$ cat config.mk
export PLATFORM = sky130hd
export DESIGN_NAME = aes_cbc_ctrl
export DESIGN_NICKNAME = d
export VERILOG_FILES = /design/src/rtl/aes_cbc_ctrl.sv
export SDC_FILE = /design/constraint.sdc
export NUM_CORES = 1
export LEC_CHECK = 0
export CAP_MARGIN = 30
export CORE_AREA = 2 2 454 456
export DETAILED_ROUTE_END_ITERATION = 8
export DIE_AREA = 0 0 456 458
export PLACE_DENSITY = 0.44
export SLEW_MARGIN = 20
export SYNTH_ARGS = -nofsm -noshare
export SYNTH_HDL_FRONTEND = slang
export SYNTH_SLANG_ARGS = --single-unit
$ cat constraint.sdc
create_clock -name clk -period 1.95 [get_ports clk]
set_clock_uncertainty 0.05 [all_clocks]
set_input_delay 0.2925 -clock clk [delete_from_list [all_inputs] [get_ports clk]]
set_output_delay 0.2925 -clock clk [all_outputs]
set_load 0.01 [all_outputs]
$ cat src/rtl/aes_cbc_ctrl.sv
// aes_cbc_ctrl -- block-mode controller sitting between a host stream and an
// iterative AES core. Handles key setup, one block in flight at a time, and
// CBC chaining around the core.
//
// Build option: define AES_CBC_CTRL_CBC_EN to enable CBC chaining. Without it
// the controller runs ECB: no chain register, iv/iv_load have no effect.
//
// Handshakes: a transfer happens on a stream port in the cycle where valid and
// ready are both high at the rising clock edge; valid, once raised, holds its
// data stable until that transfer, and ready never depends on a later cycle.
module aes_cbc_ctrl (
   input  logic         clk,
   input  logic         rst_n,
   // host control
   input  logic [255:0] key,
   input  logic [1:0]   key_mode,
   input  logic         key_load,
   input  logic [127:0] iv,
   input  logic         iv_load,
   input  logic         enc,
   // input block stream
   input  logic         s_valid,
   output logic         s_ready,
   input  logic [127:0] s_data,
   // output block stream
   output logic         m_valid,
   input  logic         m_ready,
   output logic [127:0] m_data,
   // AES core
   output logic [255:0] core_key,
   output logic [1:0]   core_mode,
   output logic         core_enc,
   output logic         core_keygen,
   output logic         core_run,
   output logic [127:0] core_in,
   input  logic [127:0] core_out,
   input  logic         core_ready,
   input  logic         core_done,
   // status / debug
   output logic         key_valid,
   output logic         busy,
   output logic [2:0]   state_dbg
);

   typedef enum logic [2:0] {
      IDLE   = 3'd0,
      KEYGEN = 3'd1,
      KWAIT  = 3'd2,
      LOAD   = 3'd3,
      CWAIT  = 3'd4,
      OUT    = 3'd5
   } state_t;

   state_t       state_q;
   state_t       state_d;
   logic [127:0] in_reg;
   logic         enc_reg;
   logic         key_go;
   logic         accept;
   logic         kick;
   logic         done_ok;

`ifdef AES_CBC_CTRL_CBC_EN
   logic [127:0] chain;
   logic         iv_go;
`else
   logic         unused_iv;
   assign unused_iv = ^{iv, iv_load};
`endif

   assign state_dbg = state_q;

   // A done seen while our own run pulse is still high cannot belong to it.
   assign done_ok = core_done && !core_run;

   // State register.
   always_ff @(posedge clk or negedge rst_n) begin
      if (!rst_n) state_q <= IDLE;
      else        state_q <= state_d;
   end

   // Next-state decode plus host handshake and core kick strobes.
   always_comb begin
      state_d = state_q;
      key_go  = 1'b0;
      accept  = 1'b0;
      kick    = 1'b0;
      s_ready = 1'b0;
      busy    = (state_q != IDLE);
`ifdef AES_CBC_CTRL_CBC_EN
      iv_go   = 1'b0;
`endif
      case (state_q)
         IDLE: begin
            key_go  = key_load;
`ifdef AES_CBC_CTRL_CBC_EN
            iv_go   = iv_load;
            s_ready = key_valid && !key_load && !iv_load;
`else
            s_ready = key_valid && !key_load;
`endif
            accept  = s_valid && s_ready;
            if (key_go)      state_d = KEYGEN;
            else if (accept) state_d = LOAD;
         end
         KEYGEN: begin
            kick = core_ready;
            if (core_ready) state_d = KWAIT;
         end
         KWAIT: begin
            if (done_ok) state_d = IDLE;
         end
         LOAD: begin
            kick = core_ready;
            if (core_ready) state_d = CWAIT;
         end
         CWAIT: begin
            if (done_ok) state_d = OUT;
         end
         OUT: begin
            // m_valid is always high in OUT, so m_ready alone completes it.
            if (m_ready) state_d = IDLE;
         end
         default: state_d = IDLE;
      endcase
   end

   // Key registers, key-expansion request and key_valid tracking.
   always_ff @(posedge clk or negedge rst_n) begin
      if (!rst_n) begin
         core_key    <= '0;
         core_mode   <= 2'b00;
         key_valid   <= 1'b0;
         core_keygen <= 1'b0;
      end else begin
         if (key_go) begin
            core_key  <= key;
            core_mode <= key_mode;
            key_valid <= 1'b0;
         end
         if (state_q == KEYGEN && core_ready) core_keygen <= 1'b1;
         if (state_q == KWAIT && done_ok) begin
            key_valid   <= 1'b1;
            core_keygen <= 1'b0;
         end
      end
   end

   // Block capture and core launch; core_in/core_enc hold until the next LOAD.
   always_ff @(posedge clk or negedge rst_n) begin
      if (!rst_n) begin
         in_reg   <= '0;
         enc_reg  <= 1'b0;
         core_in  <= '0;
         core_enc <= 1'b0;
         core_run <= 1'b0;
      end else begin
         core_run <= kick;
         if (accept) begin
            in_reg  <= s_data;
            enc_reg <= enc;
         end
         if (state_q == LOAD && core_ready) begin
            core_enc <= enc_reg;
`ifdef AES_CBC_CTRL_CBC_EN
            core_in  <= enc_reg ? (in_reg ^ chain) : in_reg;
`else
            core_in  <= in_reg;
`endif
         end
      end
   end

`ifdef AES_CBC_CTRL_CBC_EN
   // Chain register: IV on load, then the last ciphertext block either way.
   always_ff @(posedge clk or negedge rst_n) begin
      if (!rst_n)                        chain <= '0;
      else if (iv_go)                    chain <= iv;
      else if (state_q == CWAIT && done_ok) chain <= enc_reg ? core_out : in_reg;
   end
`endif

   // Result capture and output hold until the host takes it.
   always_ff @(posedge clk or negedge rst_n) begin
      if (!rst_n) begin
         m_valid <= 1'b0;
         m_data  <= '0;
      end else if (state_q == CWAIT && done_ok) begin
         m_valid <= 1'b1;
`ifdef AES_CBC_CTRL_CBC_EN
         m_data  <= enc_reg ? core_out : (core_out ^ chain);
`else
         m_data  <= core_out;
`endif
      end else if (state_q == OUT && m_ready) begin
         m_valid <= 1'b0;
      end
   end

endmodule

Word level (Yosys, flattened, before mapping)
Cells that the tools add are included.
{"block": "word_totals", "reg_bits": 651, "input_bits": 651}
{"block": "op_classes", "eq_ne": 11, "muxes": 18, "n_reduce_logical": 17}
{"operator": "$mux 3", "n": 7}
{"operator": "$pmux 3 s6", "n": 1}
{"operator": "$mux 1", "n": 10}
{"operator": "$ne 2x2->1 const B", "n": 5}
{"operator": "$logic_and 1x1->1", "n": 8}
{"operator": "$eq 3x2->1 const B", "n": 2}
{"operator": "$eq 3x3->1 const B", "n": 2}
{"operator": "$reduce_and 6->1", "n": 1}
{"operator": "$reduce_bool 2->1", "n": 3}
{"operator": "$eq 3x1->1 const B", "n": 1}
{"operator": "$logic_not 3->1", "n": 1}
{"operator": "$ne 3x3->1 const B", "n": 1}
{"operator": "$reduce_bool 3->1", "n": 1}
{"operator": "$logic_not 1->1", "n": 2}
{"operator": "$reduce_or 2->1", "n": 1}

Depth between registers and ports, before layout
{"block": "logic_depth", "depth_word": 6, "mapped_depth": 6}

Worst setup path after synthesis
OpenSTA, ideal clock, no wires.
{"block": "synth_timing", "path_type": "register -> register", "from": "register state_q[2] (netlist: state_dbg[2])", "to": "register core_key[202]", "setup_time_ps": 127, "stages_incl_launch_ff": 7, "path_buffers": 3, "arrival_time_ps": 1773, "setup_slack_ps": 0, "synth_period_minus_slack_ps": 1950, "path_cell_list": "dfrtp_1 -> buf_2 -> or3_4 -> nor2_8 -> buf_6 -> buf_6 -> mux2_1"}
{"block": "synth_between", "elab_chain_cells": 2}
{"element": "start: declaration", "line_no": "54", "source": "state_t state_q;"}
{"element": "start signal: assignment", "line_no": "79", "source": "else state_q <= state_d;"}
{"element": "$logic_not 3->1", "line_no": "93", "source": "case (state_q)"}
{"element": "$mux 1", "line_no": "93"}
{"element": "end signal: assignment", "line_no": "137", "source": "core_key <= key;"}
{"element": "end: declaration", "line_no": "30", "source": "output logic [255:0] core_key,"}
Every way passes these cells.
A chain may end at the register's enable or synchronous reset.

Final worst setup path
{"block": "layout_timing", "from": "register state_q[0] (netlist: state_dbg[0])", "to": "register in_reg[46]"}
{"block": "layout_between", "elab_chain_cells": 2}
{"element": "$logic_not 3->1", "line_no": "93"}
{"element": "$mux 1", "line_no": "93"}
{"element": "end signal: assignment", "line_no": "160", "source": "in_reg <= s_data;"}
{"element": "end: declaration", "line_no": "56", "source": "logic [127:0] in_reg;"}
Every way passes these cells.

==> flow_summary.toml <==
[outcome]
outcome = "finished, violations left"
violations = "negative setup slack"

[place]
dp_slack_ps = -478
place_hpwl_mm = 98.2
dp.cells = 5169
finalWeightedCongestion = 0.841
dpl_cell_area_mm2 = 0.0390
portBuffers = 1045

[worst_setup_path]
crit_arrival_ps = 2990
cp-start-kind = "flip-flop"
critical_path_required_ps = 2460
path_class = "flip-flop to flip-flop"
worstPathMaxFanout = 8
cp-end-kind = "flip-flop"

[clock_network]
clkTransAtPathRegs_ps = 60
htreeDepth = 3
cts_buffers = 84
clk_latency_ps = 670
cts_tree = "yes"
cts.sinks = 651
clock_path_buffers = 3
clockRootBuffer = "clkbuf_16"

[die]
die_area_mm2 = 0.209
floorplan.initialDensity = 0.120
rows = 166
die_w_um = 456
io_pins = 1175
fp.coreArea_mm2 = 0.204
die_y_um = 458

[timing]
setup_viol_count_final = 497
timing.final.crit_share = 1.27
maxSlewViolCount = 0
grt_setup_unrepaired = "yes"
worst_slew_pin_slew_ps = 769
hold_violations = 0
setup_tns_ps = -168210
holdWs_ps = 158
min_period_ps = 2480
fmax_ghz = 0.404
relSlewSlack = 0.486
layout_setup_ws_ps = -528

[finish]
n_fill_cell = 21800
layoutNonFillerInstCount = 5425
regMostFlops = "core_key"
synthToLayoutAreaGrowth_pct = 81.2
finish.utilization = 0.217
largest_reg_flops = 256
drive_gt1_frac = 0.371
finalNetCount = 3313
design_area_mm2 = 0.0443
final_cell_mix = "624 x dfrtp_1, 520 x clkdlybuf4s50_1, 481 x dlygate4sd2_1, 367 x mux2_2, 252 x mux2_4"
final_common_cell = "dfrtp_1"
seqCellArea_mm2 = 0.0163
multi_input_area_mm2 = 0.00847

[power]
power.leakage_nw = 19.3
p_int_mw = 47.3
comb_power_share = 0.430
pwr-share-clk = 0.221
power.density_mw_per_mm2 = 1620
power_mw = 71.6
switchingPower_mw = 24.3
peakVddDrop_mv = 0.745
swShare = 0.340
seqPwrFrac = 0.349

[detailed_routing]
drcViolationCount = 0
dr.pass1.iters = 4
vias_per_cell = 3.21
drtIter0Drc = 850
vias = 17400
wl_per_cell_um = 23.5
wl_mm = 128
ant_nets = 0

[synth]
syn_area_mm2 = 0.0245
synthArstFlopShare = 1.00
ys.warnings.count = 0
synth-edff-count = 0
synth_nets = 2055
synth_top_cell_area_share = 0.666
synth_seq_cells = 651
syn-instance-count = 1404
ys_seq_area_frac = 0.666
netlist_top_cells_area = "dfrtp_1 67%, mux2_2 19%, mux2_1 11%, buf_6 1.6%, buf_4 0.43%"
yosys_most_used_dff = "dfrtp_1"
yosysUniqueCellTypes = 31
postSynthAreaPerCell_um2 = 17.4
yosys.area.top_type = "dfrtp_1"

[worst_hold_path]
hold_path_class = "primary input to flip-flop"

[global_route]
grt_pass1_vias = 19000
grt-ovfl-total = 0
grt_max_degree = 77
antenna_found_initial = 35
grt_pass1_wl_mm = 173
track_usage = 0.120

[flow_run]
max_cap_viol_count = 0
critical path, stage by stage (launching register included):
cell     delay [ps]
dfrtp_1         390
or4_4           520
buf_4           150
buf_6           100
buf_6           100
nor2_4          110
buf_12          150
buf_16          180
buf_12          120
buf_12          110
mux2_2          330
kinds of logic after synthesis:
family	Yosys count	synth area share
buf+inv	76	0.0275
simple gates	18	0.00558
mux	644	0.297
xor+xnor	1	0.000358
compound gates	14	0.00374
flops	651	0.666
layer usage:
metal,up-vias,track usage,routed length (um)
met5,-,0,77
met2,626,0.190,58700
met3,151,0.0404,9570
li1,7566,-,-
met4,14,0.0226,2220
met1,9070,0.159,57100
power by group through the flow:
stage          Sequential [mW]  Clock (mW)  Combinational, mW
6_report                  25.0        15.8               30.8
3_3_place_gp              25.0           0               28.7
2_1_floorplan             26.0           0               8.57
5_1_grt                   25.9        17.1               32.6
4_1_cts                   25.0        16.5               31.5
3_5_place_dp              25.1           0               28.8
repair_timing:
item	4_1_cts	5_1_grt
gates cloned	42	0
buffers inserted	63	10
hold endpoints to repair	589	0
pin swaps	5	1
hold buffers	2	0
gates resized for setup	930	58
setup endpoints to repair	886	633
Yosys cell counts, types with 2 or more instances:
cell type,count
mux2_1,230
a211oi_1,2
nand2b_1,3
nand2_1,4
buf_4,14
buf_12,2
mux2_2,414
dfrtp_1,651
nor3_1,2
o21ai_0,6
buf_8,2
inv_1,3
buf_2,20
buf_6,34
path summary, 6_finish.rpt:
kind                               from             to  slack [ps]  cells after the start
min in group asynchronous         rst_n     in_reg[17]         210                      3
max in group asynchronous         rst_n  core_key[161]         440                      3
max reg2reg                state_dbg[0]     in_reg[46]        -530                     10
min reg2reg                core_key[16]   core_key[16]         430                      1
max                        state_dbg[0]     in_reg[46]        -530                     10
min                          s_data[18]     in_reg[18]         160                      2
area by class of cell:
cell class                 count  area share
multi-input combinational    677       0.191
timing repair buffer        1245       0.301
antenna                       14    0.000791
clock inverter                19     0.00641
clock buffer                 128      0.0558
tap                         2688      0.0759
inverter                       3    0.000254
sequential                   651       0.368
(Power assumes the default switching activity.)
